===== src/rtl/multicycle_control_unit_pkg.sv =====
// Shared types and opcode constants for the multicycle RV32I controller.
package control_pkg;

  localparam int unsigned STATE_W = 4;

  typedef enum logic [STATE_W-1:0] {
    FETCH    = 4'd0,
    DECODE   = 4'd1,
    MEMADR   = 4'd2,
    MEMREAD  = 4'd3,
    MEMWB    = 4'd4,
    MEMWRITE = 4'd5,
    EXECR    = 4'd6,
    EXECI    = 4'd7,
    ALUWB    = 4'd8,
    BRANCH   = 4'd9,
    JAL      = 4'd10,
    LUI      = 4'd11,
    TRAP     = 4'd12
  } state_t;

  localparam logic [6:0] OP_LOAD   = 7'b0000011;
  localparam logic [6:0] OP_STORE  = 7'b0100011;
  localparam logic [6:0] OP_RTYPE  = 7'b0110011;
  localparam logic [6:0] OP_ITYPE  = 7'b0010011;
  localparam logic [6:0] OP_BRANCH = 7'b1100011;
  localparam logic [6:0] OP_JAL    = 7'b1101111;
  localparam logic [6:0] OP_LUI    = 7'b0110111;

  typedef enum logic [3:0] {
    ALU_ADD  = 4'd0,
    ALU_SUB  = 4'd1,
    ALU_AND  = 4'd2,
    ALU_OR   = 4'd3,
    ALU_XOR  = 4'd4,
    ALU_SLT  = 4'd5,
    ALU_SLTU = 4'd6,
    ALU_SLL  = 4'd7,
    ALU_SRL  = 4'd8,
    ALU_SRA  = 4'd9
  } alu_op_t;

  typedef enum logic [2:0] {
    IMM_I = 3'd0,
    IMM_S = 3'd1,
    IMM_B = 3'd2,
    IMM_J = 3'd3,
    IMM_U = 3'd4
  } imm_src_t;

  // Which ALU decode table applies in the current state.
  typedef enum logic [1:0] {
    CLS_ADD    = 2'd0,
    CLS_RTYPE  = 2'd1,
    CLS_ITYPE  = 2'd2,
    CLS_BRANCH = 2'd3
  } alu_class_t;

  // DECODE dispatch: legal opcode/funct3 pairs pick the next state, anything else traps.
  function automatic state_t dispatch(input logic [6:0] opcode, input logic [2:0] funct3);
    state_t s;
    s = TRAP;
    case (opcode)
      OP_LOAD, OP_STORE: if (funct3 == 3'b010) s = MEMADR;
      OP_RTYPE:          s = EXECR;
      OP_ITYPE:          s = EXECI;
      OP_BRANCH:         if (funct3[2:1] != 2'b01) s = BRANCH;
      OP_JAL:            s = JAL;
      OP_LUI:            s = LUI;
      default:           s = TRAP;
    endcase
    return s;
  endfunction

endpackage


===== src/rtl/multicycle_control_unit_if.sv =====
// Controller <-> datapath bundle: instruction/status in, control strobes and selects out.
interface multicycle_control_unit_if #(
  parameter int unsigned DATA_WIDTH = 32
);
  logic [DATA_WIDTH-1:0] instr;
  logic                  Zero;
  logic                  mem_ready;
  logic                  PCWrite;
  logic                  AdrSrc;
  logic                  MemWrite;
  logic                  MemRead;
  logic                  IRWrite;
  logic                  RegWrite;
  logic [1:0]            ResultSrc;
  logic [1:0]            ALUSrcA;
  logic [1:0]            ALUSrcB;
  logic [2:0]            ImmSrc;
  logic [3:0]            ALUControl;
  logic                  trap;
  logic                  trap_cause;
  logic [3:0]            state_dbg;

  modport master (
    input  instr, Zero, mem_ready,
    output PCWrite, AdrSrc, MemWrite, MemRead, IRWrite, RegWrite,
           ResultSrc, ALUSrcA, ALUSrcB, ImmSrc, ALUControl,
           trap, trap_cause, state_dbg
  );

  modport slave (
    output instr, Zero, mem_ready,
    input  PCWrite, AdrSrc, MemWrite, MemRead, IRWrite, RegWrite,
           ResultSrc, ALUSrcA, ALUSrcB, ImmSrc, ALUControl,
           trap, trap_cause, state_dbg
  );
endinterface


===== src/rtl/multicycle_control_unit_alu_decoder.sv =====
// Combinational ALU operation and branch-polarity decode.
module alu_decoder
  import control_pkg::*;
(
  input  alu_class_t cls_i,
  input  logic [2:0] funct3_i,
  input  logic       funct7b5_i,
  output alu_op_t    alu_ctl_o,
  output logic       taken_on_zero_o
);

  // beq/bge/bgeu are taken on Zero; bne/blt/bltu on !Zero.
  assign taken_on_zero_o = (funct3_i[0] == funct3_i[2]);

  // Operation select per instruction class.
  always_comb begin
    alu_ctl_o = ALU_ADD;
    case (cls_i)
      CLS_RTYPE, CLS_ITYPE: begin
        case (funct3_i)
          3'b000:  alu_ctl_o = (cls_i == CLS_RTYPE && funct7b5_i) ? ALU_SUB : ALU_ADD;
          3'b001:  alu_ctl_o = ALU_SLL;
          3'b010:  alu_ctl_o = ALU_SLT;
          3'b011:  alu_ctl_o = ALU_SLTU;
          3'b100:  alu_ctl_o = ALU_XOR;
          3'b101:  alu_ctl_o = funct7b5_i ? ALU_SRA : ALU_SRL;
          3'b110:  alu_ctl_o = ALU_OR;
          default: alu_ctl_o = ALU_AND;
        endcase
      end
      CLS_BRANCH: begin
        case (funct3_i[2:1])
          2'b00:   alu_ctl_o = ALU_SUB;
          2'b10:   alu_ctl_o = ALU_SLT;
          2'b11:   alu_ctl_o = ALU_SLTU;
          default: alu_ctl_o = ALU_ADD;
        endcase
      end
      default: alu_ctl_o = ALU_ADD;
    endcase
  end

endmodule


===== src/rtl/multicycle_control_unit.sv =====
// Multicycle RV32I control FSM with memory handshake, optional wait timeout and sticky trap.
module multicycle_control_unit
  import control_pkg::*;
#(
  parameter int unsigned DATA_WIDTH  = 32,
  parameter int unsigned MEM_TIMEOUT = 0,
  parameter int unsigned TO_W        = 8
) (
  input  logic                        clk,
  input  logic                        rst_n,
  multicycle_control_unit_if.master   bus
);

  localparam logic [TO_W-1:0] TO_LIMIT = TO_W'(MEM_TIMEOUT);

  state_t            state_q, state_d;
  logic [TO_W-1:0]   to_cnt_q, to_cnt_d;
  logic              trap_cause_q, trap_cause_d;

  logic [DATA_WIDTH-1:0] instr_w;
  logic [6:0]        opcode;
  logic [2:0]        funct3;
  logic              funct7b5;
  logic              unused_instr;

  alu_class_t        cls;
  alu_op_t           dec_alu;
  logic              taken_on_zero;
  logic              mem_wait;
  logic              to_hit;

  logic              pc_write, adr_src, mem_write, mem_read, ir_write, reg_write;
  logic [1:0]        result_src, alu_src_a, alu_src_b;
  imm_src_t          imm_src;
  alu_op_t           alu_sel;

  assign instr_w      = bus.instr;
  assign opcode       = instr_w[6:0];
  assign funct3       = instr_w[14:12];
  assign funct7b5     = instr_w[30];
  assign unused_instr = ^instr_w;

  assign cls = (state_q == EXECR)  ? CLS_RTYPE  :
               (state_q == EXECI)  ? CLS_ITYPE  :
               (state_q == BRANCH) ? CLS_BRANCH : CLS_ADD;

  alu_decoder u_alu_decoder (
    .cls_i           (cls),
    .funct3_i        (funct3),
    .funct7b5_i      (funct7b5),
    .alu_ctl_o       (dec_alu),
    .taken_on_zero_o (taken_on_zero)
  );

  // A memory-owning state is stalled when the access has not completed this cycle.
  assign mem_wait = ((state_q == FETCH) || (state_q == MEMREAD) || (state_q == MEMWRITE))
                    && !bus.mem_ready;
  assign to_hit   = (MEM_TIMEOUT != 0) && mem_wait && (to_cnt_q == TO_LIMIT);

  // State, timeout counter and trap cause registers.
  always_ff @(posedge clk or negedge rst_n) begin
    if (!rst_n) begin
      state_q      <= FETCH;
      to_cnt_q     <= '0;
      trap_cause_q <= 1'b0;
    end else begin
      state_q      <= state_d;
      to_cnt_q     <= to_cnt_d;
      trap_cause_q <= trap_cause_d;
    end
  end

  // Next state and Moore outputs (gated by mem_ready/Zero where the state owns them).
  always_comb begin
    state_d    = state_q;
    pc_write   = 1'b0;
    adr_src    = 1'b0;
    mem_write  = 1'b0;
    mem_read   = 1'b0;
    ir_write   = 1'b0;
    reg_write  = 1'b0;
    result_src = 2'b00;
    alu_src_a  = 2'b00;
    alu_src_b  = 2'b00;
    imm_src    = IMM_I;
    alu_sel    = ALU_ADD;
    case (state_q)
      FETCH: begin
        mem_read   = 1'b1;
        alu_src_b  = 2'b10;
        result_src = 2'b10;
        ir_write   = bus.mem_ready;
        pc_write   = bus.mem_ready;
        if (bus.mem_ready) state_d = DECODE;
      end
      DECODE: begin
        alu_src_a = 2'b01;
        alu_src_b = 2'b01;
        imm_src   = IMM_B;
        state_d   = dispatch(opcode, funct3);
      end
      MEMADR: begin
        alu_src_a = 2'b10;
        alu_src_b = 2'b01;
        imm_src   = (opcode == OP_STORE) ? IMM_S : IMM_I;
        state_d   = (opcode == OP_STORE) ? MEMWRITE : MEMREAD;
      end
      MEMREAD: begin
        adr_src  = 1'b1;
        mem_read = 1'b1;
        if (bus.mem_ready) state_d = MEMWB;
      end
      MEMWB: begin
        result_src = 2'b01;
        reg_write  = 1'b1;
        state_d    = FETCH;
      end
      MEMWRITE: begin
        adr_src   = 1'b1;
        mem_write = 1'b1;
        if (bus.mem_ready) state_d = FETCH;
      end
      EXECR: begin
        alu_src_a = 2'b10;
        alu_sel   = dec_alu;
        state_d   = ALUWB;
      end
      EXECI: begin
        alu_src_a = 2'b10;
        alu_src_b = 2'b01;
        alu_sel   = dec_alu;
        state_d   = ALUWB;
      end
      LUI: begin
        alu_src_a = 2'b11;
        alu_src_b = 2'b01;
        imm_src   = IMM_U;
        state_d   = ALUWB;
      end
      ALUWB: begin
        reg_write = 1'b1;
        state_d   = FETCH;
      end
      BRANCH: begin
        alu_src_a = 2'b10;
        alu_sel   = dec_alu;
        pc_write  = taken_on_zero ? bus.Zero : !bus.Zero;
        state_d   = FETCH;
      end
      JAL: begin
        alu_src_a = 2'b01;
        alu_src_b = 2'b10;
        imm_src   = IMM_J;
        pc_write  = 1'b1;
        state_d   = ALUWB;
      end
      TRAP:    state_d = TRAP;
      default: state_d = TRAP;
    endcase
    if (to_hit) state_d = TRAP;
  end

  // Stall counter clears on any state change; cause is latched on entry to TRAP.
  always_comb begin
    to_cnt_d     = to_cnt_q;
    trap_cause_d = trap_cause_q;
    if (state_d != state_q) begin
      to_cnt_d = '0;
    end else if (mem_wait && (MEM_TIMEOUT != 0)) begin
      to_cnt_d = to_cnt_q + TO_W'(1);
    end
    if ((state_d == TRAP) && (state_q != TRAP)) trap_cause_d = to_hit;
  end

  // Strobes forced low while reset is held so nothing fires during an abandoned access.
  assign bus.PCWrite    = pc_write  & rst_n;
  assign bus.IRWrite    = ir_write  & rst_n;
  assign bus.RegWrite   = reg_write & rst_n;
  assign bus.MemWrite   = mem_write & rst_n;
  assign bus.MemRead    = mem_read  & rst_n;
  assign bus.AdrSrc     = adr_src;
  assign bus.ResultSrc  = result_src;
  assign bus.ALUSrcA    = alu_src_a;
  assign bus.ALUSrcB    = alu_src_b;
  assign bus.ImmSrc     = imm_src;
  assign bus.ALUControl = alu_sel;
  assign bus.trap       = (state_q == TRAP);
  assign bus.trap_cause = trap_cause_q;
  assign bus.state_dbg  = state_q;

endmodule


===== src/flat_wrapper.sv =====
// flat-port wrapper written by rule: the top's interface ports become plain ports
module multicycle_control_unit_flat import control_pkg::*;
#(
  parameter int unsigned DATA_WIDTH  = 32,
  parameter int unsigned MEM_TIMEOUT = 0,
  parameter int unsigned TO_W        = 8
)
  (clk, rst_n, bus_instr, bus_Zero, bus_mem_ready, bus_PCWrite, bus_AdrSrc, bus_MemWrite, bus_MemRead, bus_IRWrite, bus_RegWrite, bus_ResultSrc, bus_ALUSrcA, bus_ALUSrcB, bus_ImmSrc, bus_ALUControl, bus_trap, bus_trap_cause, bus_state_dbg);
  multicycle_control_unit_if #(.DATA_WIDTH(DATA_WIDTH)) bus_i ();
  input  logic clk;
  input  logic rst_n;
  input wire logic [$bits(bus_i.instr)-1:0] bus_instr;
  input wire logic [$bits(bus_i.Zero)-1:0] bus_Zero;
  input wire logic [$bits(bus_i.mem_ready)-1:0] bus_mem_ready;
  output wire logic [$bits(bus_i.PCWrite)-1:0] bus_PCWrite;
  output wire logic [$bits(bus_i.AdrSrc)-1:0] bus_AdrSrc;
  output wire logic [$bits(bus_i.MemWrite)-1:0] bus_MemWrite;
  output wire logic [$bits(bus_i.MemRead)-1:0] bus_MemRead;
  output wire logic [$bits(bus_i.IRWrite)-1:0] bus_IRWrite;
  output wire logic [$bits(bus_i.RegWrite)-1:0] bus_RegWrite;
  output wire logic [$bits(bus_i.ResultSrc)-1:0] bus_ResultSrc;
  output wire logic [$bits(bus_i.ALUSrcA)-1:0] bus_ALUSrcA;
  output wire logic [$bits(bus_i.ALUSrcB)-1:0] bus_ALUSrcB;
  output wire logic [$bits(bus_i.ImmSrc)-1:0] bus_ImmSrc;
  output wire logic [$bits(bus_i.ALUControl)-1:0] bus_ALUControl;
  output wire logic [$bits(bus_i.trap)-1:0] bus_trap;
  output wire logic [$bits(bus_i.trap_cause)-1:0] bus_trap_cause;
  output wire logic [$bits(bus_i.state_dbg)-1:0] bus_state_dbg;
  assign bus_i.instr = bus_instr;
  assign bus_i.Zero = bus_Zero;
  assign bus_i.mem_ready = bus_mem_ready;
  assign bus_PCWrite = bus_i.PCWrite;
  assign bus_AdrSrc = bus_i.AdrSrc;
  assign bus_MemWrite = bus_i.MemWrite;
  assign bus_MemRead = bus_i.MemRead;
  assign bus_IRWrite = bus_i.IRWrite;
  assign bus_RegWrite = bus_i.RegWrite;
  assign bus_ResultSrc = bus_i.ResultSrc;
  assign bus_ALUSrcA = bus_i.ALUSrcA;
  assign bus_ALUSrcB = bus_i.ALUSrcB;
  assign bus_ImmSrc = bus_i.ImmSrc;
  assign bus_ALUControl = bus_i.ALUControl;
  assign bus_trap = bus_i.trap;
  assign bus_trap_cause = bus_i.trap_cause;
  assign bus_state_dbg = bus_i.state_dbg;
  multicycle_control_unit #(.DATA_WIDTH(DATA_WIDTH), .MEM_TIMEOUT(MEM_TIMEOUT), .TO_W(TO_W)) u_core (.clk(clk), .rst_n(rst_n), .bus(bus_i));
endmodule

===== config.mk =====
export PLATFORM = sky130hd
export DESIGN_NAME = multicycle_control_unit_flat
export DESIGN_NICKNAME = d
export VERILOG_FILES = /design/src/rtl/multicycle_control_unit_pkg.sv /design/src/rtl/multicycle_control_unit_if.sv /design/src/rtl/multicycle_control_unit_alu_decoder.sv /design/src/rtl/multicycle_control_unit.sv /design/src/flat_wrapper.sv
export SDC_FILE = /design/constraint.sdc
export NUM_CORES = 1
export LEC_CHECK = 0
export ABC_AREA = 1
export CAP_MARGIN = 25
export CORE_MARGIN = 2
export CORE_UTILIZATION = 36
export CTS_CLUSTER_DIAMETER = 200
export DETAILED_ROUTE_END_ITERATION = 12
export GPL_ROUTABILITY_DRIVEN = 0
export MAX_ROUTING_LAYER = met4
export PLACE_DENSITY = 0.93
export SYNTH_ARGS = -nofsm -noshare
export SYNTH_HDL_FRONTEND = slang
export SYNTH_SLANG_ARGS = --single-unit

===== constraint.sdc =====
create_clock -name clk -period 4.4 [get_ports clk]
set_input_delay 1.32 -clock clk [delete_from_list [all_inputs] [get_ports clk]]
set_output_delay 1.32 -clock clk [all_outputs]
set_load 0.01 [all_outputs]

==> reports/qor.csv, run 1 <==
stage,metric,value,unit
route,ant_nets,0,
final_layout,fin_area,1220,sq um
cts,clk_pin_slew,40,ps
synthesis,yosysSeqAreaShare,12.9,%
power_and_ir_drop,peakVddDrop,96.2,uV
route,highest_layer,met3,
final_layout,layout_commonest_cell,nand2_1,
floorplanning,initial_core_util,38.9,%
cts,tritoncts,built,
sta,hold-worst-slack,657,ps
route,num_vias,991,
final_layout,multiInputGateArea,566,sq um
floorplanning,fp.dieW,50.5,microns
synthesis,syn-num-nets,180,
worst_setup_path,ff2ff_path_depth,6,
sta,setup_viol,0,
worst_setup_path,worst-setup-path-type,input pin to primary output,
global_routing,grt_overflow,0,
synthesis,yosys.area_share.simple,59.6,%
sta,fmax,232,MHz
worst_setup_path,worstPathMaxFanout,3,
synthesis,netlist_area,778,sq um
worst_setup_path,endpoint_kind,primary output,
sta,slew_viol_final,0,
route,drtIter0Drc,22,
global_routing,grt_pass1_wl,3640,microns
place,dp_hpwl,1740,microns
final_layout,antenna_cells,0,
hold_path,worstHoldEndpoint,u_core.bus.state_dbg[0]$_DFFE_PN0P_,
final_layout,instances_no_fill,212,
floorplanning,die_h,50.5,microns
route,route.met3.wl,86,microns
global_routing,grtUsageTotal,18.2,%
worst_setup_path,critPathTopFamily,buffers and inverters,
cts,htreeDepth,1,
floorplanning,rows,16,
global_routing,antenna_found_initial,0,
flow_run,max_cap_violations,0,
synthesis,synth_top_cell_area_share,20.3,%
route,dr_wl_met2,1050,microns
final_layout,fillers,183,
synthesis,synth-xor-area-share,0,%
synthesis,synth_fa_ha_area_share,0,%
final_layout,layout_common_cells,"nand2_1, clkdlybuf4s50_1, nor2_1",
route,drc,0,
floorplanning,core_area,2000,sq um
floorplanning,dieArea,2550,sq um
worst_setup_path,required,3080,ps
synthesis,synth_top_family_by_area,simple AND/OR/NAND/NOR gates,
sta,period_share,97.9,%
power_and_ir_drop,leakagePower,0.606,nW
worst_setup_path,rrSetupSlack,3140,ps
route,vias_per_cell,4.67,
sta,rsz0062_at_grt,no,
worst_setup_path,path_depth,8,
hold_path,min_from,u_core.bus.state_dbg[0]$_DFFE_PN0P_,
worst_setup_path,critPathArrivalTime,2990,ps
final_layout,largest_reg_flops,4,
place,dp_cells,209,
worst_setup_path,cp-start-kind,input pin,
cts,insertion_delay,240,ps
hold_path,timing.hold.worst_path_depth,2,
place,portBuffers,38,
synthesis,yosysWarnings,0,
cts,cts.sinks,4,
synthesis,muxShareOfSynthArea,0,%
hold_path,hold_path_class,flip-flop to flip-flop,
route,wl_met1,944,microns
worst_setup_path,cpMaxStageDelayCell,clkdlybuf4s50_1,
synthesis,synth_cell_types,24,
final_layout,area_growth,56.4,%
synthesis,ys_top_cells_by_area,"nand2_1, dfrtp_1, nor2_1",
floorplanning,boundaryPins,61,
cts,root_buffer,clkbuf_4,
global_routing,grt_pass1_vias,891,
synthesis,synth_compound_area_share,12.5,%
sta,hold_viol_final,0,
final_layout,drive_above_1_share,18.4,%
route,dr.pass1.iters,4,
route,drt-wirelength-per-cell,9.83,microns
place,dpl_cell_area,1190,sq um
global_routing,grt_max_degree,9,
worst_setup_path,critPathMaxStageDelay,500,ps
worst_setup_path,reg2reg_from,u_core.bus.state_dbg[2]$_DFFE_PN0P_,
worst_setup_path,crit_chain,clkdlybuf4s50_1 > inv_1 > nand2_1 > nand2_1 > or2_2 > nand3_1 > a31oi_1 > clkdlybuf4s50_1,
cts,ctsHoldBuffers,0,
outcome,status,"finished, final reports clean",
synthesis,yosysTopAreaCell,nand2_1,
synthesis,avgSynthCellArea,5.40,sq um
sta,timing.setup.tns,0,ps
final_layout,fin_nets,223,
cts,numCtsBuffers,3,
synthesis,synth_seq_cells,4,
worst_setup_path,path_buf_inv,3,
route,drt_wl_total,2080,microns
power_and_ir_drop,power-per-cell-area,94.6,nW/um^2
sta,skew,6.02,ps
cts,clockBufferDepth,2,
worst_setup_path,timing.rr.end,u_core.bus.state_dbg[2]$_DFFE_PN0P_,
final_layout,regArea,100,sq um
sta,period_minus_slack,4310,ps
synthesis,syn_inst,144,
power_and_ir_drop,finalPower,0.115,mW
-- where the power goes --
part           leakage (nW)  switching, mW  internal [mW]  total (mW)
registers            0.0455              0         0.0370      0.0370
logic                 0.547         0.0161         0.0166      0.0327
clock network        0.0138         0.0150         0.0305      0.0455
-- routing by layer --
metal / global-route usage (%) / up-vias
met5: - / -
met4: 4.05 / 0
met3: 0.893 / 0
met2: 32.0 / 27
met1: 23.2 / 438
li1: - / 526
-- timing repair --
action / 4_1_cts / 5_1_grt
buffers inserted: 0 / 0
resized for setup: 0 / 1
setup endpoints to repair: 0 / 1
-- worst reg2reg max path: cells and delay by family (launching register included) --
| family | cells | cell delay, ps |
|---|---|---|
| flops | 1 | 460 |
| compound gates | 1 | 40 |
| simple gates | 5 | 660 |
-- how the worst max path moves through the flow --
stage	startpoint	to	slack, ps
final	bus_instr[14]	bus_PCWrite	90
after global routing	bus_instr[14]	bus_PCWrite	10
after CTS	bus_instr[14]	bus_PCWrite	100
after detailed placement	bus_instr[14]	bus_PCWrite	100
after global placement	bus_instr[14]	bus_PCWrite	120
after floorplan	bus_instr[14]	bus_PCWrite	1120
-- logic make-up (layout without fill, tap and decap cells) --
logic type / count (synthesis) / count (layout)
buf+inv: 29 / 70
other cells: 1 / 1
compound gates: 16 / 16
flops: 4 / 4
simple gates: 94 / 94
-- Yosys cell counts --
cell type / n
nor2_4: 5
nand3b_1: 1
conb_1: 1
nand2_4: 1
or2_2: 1
dfrtp_1: 4
a31oi_1: 2
nor2_2: 4
inv_1: 18
nor4_1: 1
nor2_1: 21
nor3_1: 1
a21oi_1: 4
o22ai_1: 3
buf_4: 1
nand2_2: 4
o211ai_1: 2
nand3_1: 9
a211oi_1: 1
inv_2: 10
nand2_1: 42
nand3_2: 4
a21oi_2: 1
o21ai_0: 3
-- per-stage QoR --
step                util, %  setup slack (ps)
global route           60.8              14.8
CTS                    60.7              99.5
finish                 60.8              92.2
detailed placement     59.6               103
global placement       59.6               116
floorplan                 -              1120
-- area by class of cell --
cell class	instances	share of cell area (%)
sequential	4	8.22
multi-input combinational	111	46.5
tap	27	2.77
inverter	28	8.63
clock buffer	3	1.85
timing repair buffer	39	32.1
No activity file was read; power rests on OpenSTA's default activity.
==> inputs of run 2 (changes only) <==
CTS_CLUSTER_DIAMETER = default   (was 200)
==> results of run 2 <==
Same layout as run 1: the final DEF is identical, and so are final timing and power.
==> inputs of run 3 (changes only) <==
SETUP_SLACK_MARGIN = 0.2   (was default)
==> run 3 against run 2 <==
Compared with the run above:
- global-route usage is the same
- final area increased by 0.31%
- first-iteration DRC count fell by 9.1%
- largest power group unchanged
==> reports/qor.csv, run 3 (synthesis results as in run 1) <==
stage,metric,value,unit
sta,rsz0062_at_grt,yes,
floorplanning,rows,16,
floorplanning,dieArea,2550,sq um
power_and_ir_drop,peakVddDrop,94.3,uV
final_layout,largest_reg_flops,4,
worst_setup_path,endpoint_kind,primary output,
flow_run,max_cap_violations,0,
place,place_ws,103,ps
worst_setup_path,worst-setup-path-type,input pin to primary output,
global_routing,grtUsageTotal,18.2,%
route,drt-wirelength-per-cell,9.99,microns
hold_path,hold_path_class,flip-flop to flip-flop,
worst_setup_path,reg2reg_from,u_core.bus.state_dbg[2]$_DFFE_PN0P_,
sta,setup_viol,0,
final_layout,final_util,61.0,%
final_layout,drive_above_1_share,18.9,%
worst_setup_path,critPathMaxStageDelay,550,ps
sta,hold-worst-slack,653,ps
global_routing,grt_pass1_wl,3640,microns
sta,fmax,240,MHz
floorplanning,boundaryPins,61,
worst_setup_path,required,3080,ps
route,ant_nets,0,
worst_setup_path,cp-start-kind,input pin,
global_routing,grt_max_degree,9,
cts,ctsHoldBuffers,0,
place,dp_hpwl,1740,microns
final_layout,fin_nets,223,
final_layout,fin_area,1220,sq um
cts,htreeDepth,1,
global_routing,grt_pass1_vias,891,
route,drtIter0Drc,20,
floorplanning,initial_core_util,38.9,%
final_layout,area_growth,56.9,%
final_layout,instances_no_fill,212,
place,dp_cells,209,
place,portBuffers,38,
floorplanning,fp.dieW,50.5,microns
final_layout,regArea,100,sq um
cts,cts_setup_buffers,0,
sta,period_share,94.9,%
power_and_ir_drop,power-per-cell-area,93.5,nW/um^2
route,drt_wl_total,2120,microns
cts,tritoncts,built,
global_routing,grt_overflow,0,
global_routing,antenna_found_initial,0,
sta,hold_viol_final,0,
outcome,status,"finished, final reports clean",
power_and_ir_drop,leakagePower,0.639,nW
worst_setup_path,worstPathMaxFanout,5,
worst_setup_path,cpMostUsedCell,clkdlybuf4s50_1,
final_layout,layout_common_cells,"nand2_1, clkdlybuf4s50_1, nor2_1",
final_layout,layout_commonest_cell,nand2_1,
cts,numCtsBuffers,3,
hold_path,min_from,u_core.bus.state_dbg[0]$_DFFE_PN0P_,
cts,insertion_delay,230,ps
route,drc,0,
cts,root_buffer,clkbuf_4,
floorplanning,core_area,2000,sq um
worst_setup_path,cp-startpoint,bus_instr[6],
floorplanning,die_h,50.5,microns
sta,period_minus_slack,4170,ps
cts,cts.sinks,4,
worst_setup_path,cpMaxStageDelayCell,clkdlybuf4s50_1,
worst_setup_path,crit_chain,clkdlybuf4s50_1 > nor2_1 > nand3_1 > inv_1 > nand3_2 > nand2_1 > clkdlybuf4s50_1,
place,dpl_cell_area,1190,sq um
sta,timing.setup.tns,0,ps
final_layout,antenna_cells,0,
sta,skew,4.59,ps
worst_setup_path,critPathArrivalTime,2850,ps
sta,worst_slack,226,ps
route,num_vias,1003,
power_and_ir_drop,finalPower,0.114,mW
final_layout,fillers,183,
sta,slew_viol_final,0,
route,dr.pass1.iters,4,
final_layout,multiInputGateArea,568,sq um
route,vias_per_cell,4.73,
cts,clk_pin_slew,40,ps
cts,clockBufferDepth,2,
[run 3: cell count changes in the layout (fill, tap and decap cells not counted), sizes merged]
cell and delta:
clkdlybuf4s50 -5, dlymetal6s2s +2, dlygate4sd2 +3
[run 3: worst paths after layout]
path / endpoint / slack (ps) / depth (start not counted)
setup / recovery: bus_ImmSrc[0] / 230 / 7
hold / removal: u_core.bus.state_dbg[0]$_DFFE_PN0P_ / 650 / 2
setup reg to reg: u_core.bus.state_dbg[2]$_DFFE_PN0P_ / 3140 / 7
hold reg to reg: u_core.bus.state_dbg[0]$_DFFE_PN0P_ / 650 / 2
max in group asynchronous: u_core.bus.state_dbg[2]$_DFFE_PN0P_ / 3290 / 1
min in group asynchronous: u_core.bus.state_dbg[0]$_DFFE_PN0P_ / 920 / 1
[run 3: worst max-delay path: cells and delay by family]
family	cells	cell delay, ps
buffers and inverters	3	1130
and+or+nand+nor	4	400
[run 3: layer usage]
| metal | up-vias | share of wire, % | track usage [%] | routed length [microns] |
|---|---|---|---|---|
| li1 | 529 | - | - | - |
| met1 | 451 | 44 | 23.2 | 936 |
| met2 | 23 | 52 | 32.0 | 1100 |
| met3 | 0 | 3.8 | 0.893 | 81 |
| met4 | 0 | 0 | 4.05 | 0 |
| met5 | - | 0 | - | 0 |
[run 3: layout make-up]
type | instances | area share [%]
multi-input cells | 111 | 46.5
flip-flops and latches | 4 | 8.20
repair buffers | 39 | 32.1
clock buffers | 3 | 1.84
well taps | 27 | 2.77
inverters | 28 | 8.61
[run 3: what timing repair did]
item | CTS | global route
endpoints found under the hold margin | 0 | 0
resized for setup | 3 | 4
endpoints found under the setup margin | 3 | 3
pin swaps | 0 | 0
[run 3: power breakdown]
group,total (mW),internal (mW),switching [mW]
Sequential,0.0370,0.0370,0
Combinational,0.0329,0.0164,0.0164
Clock,0.0444,0.0304,0.0139
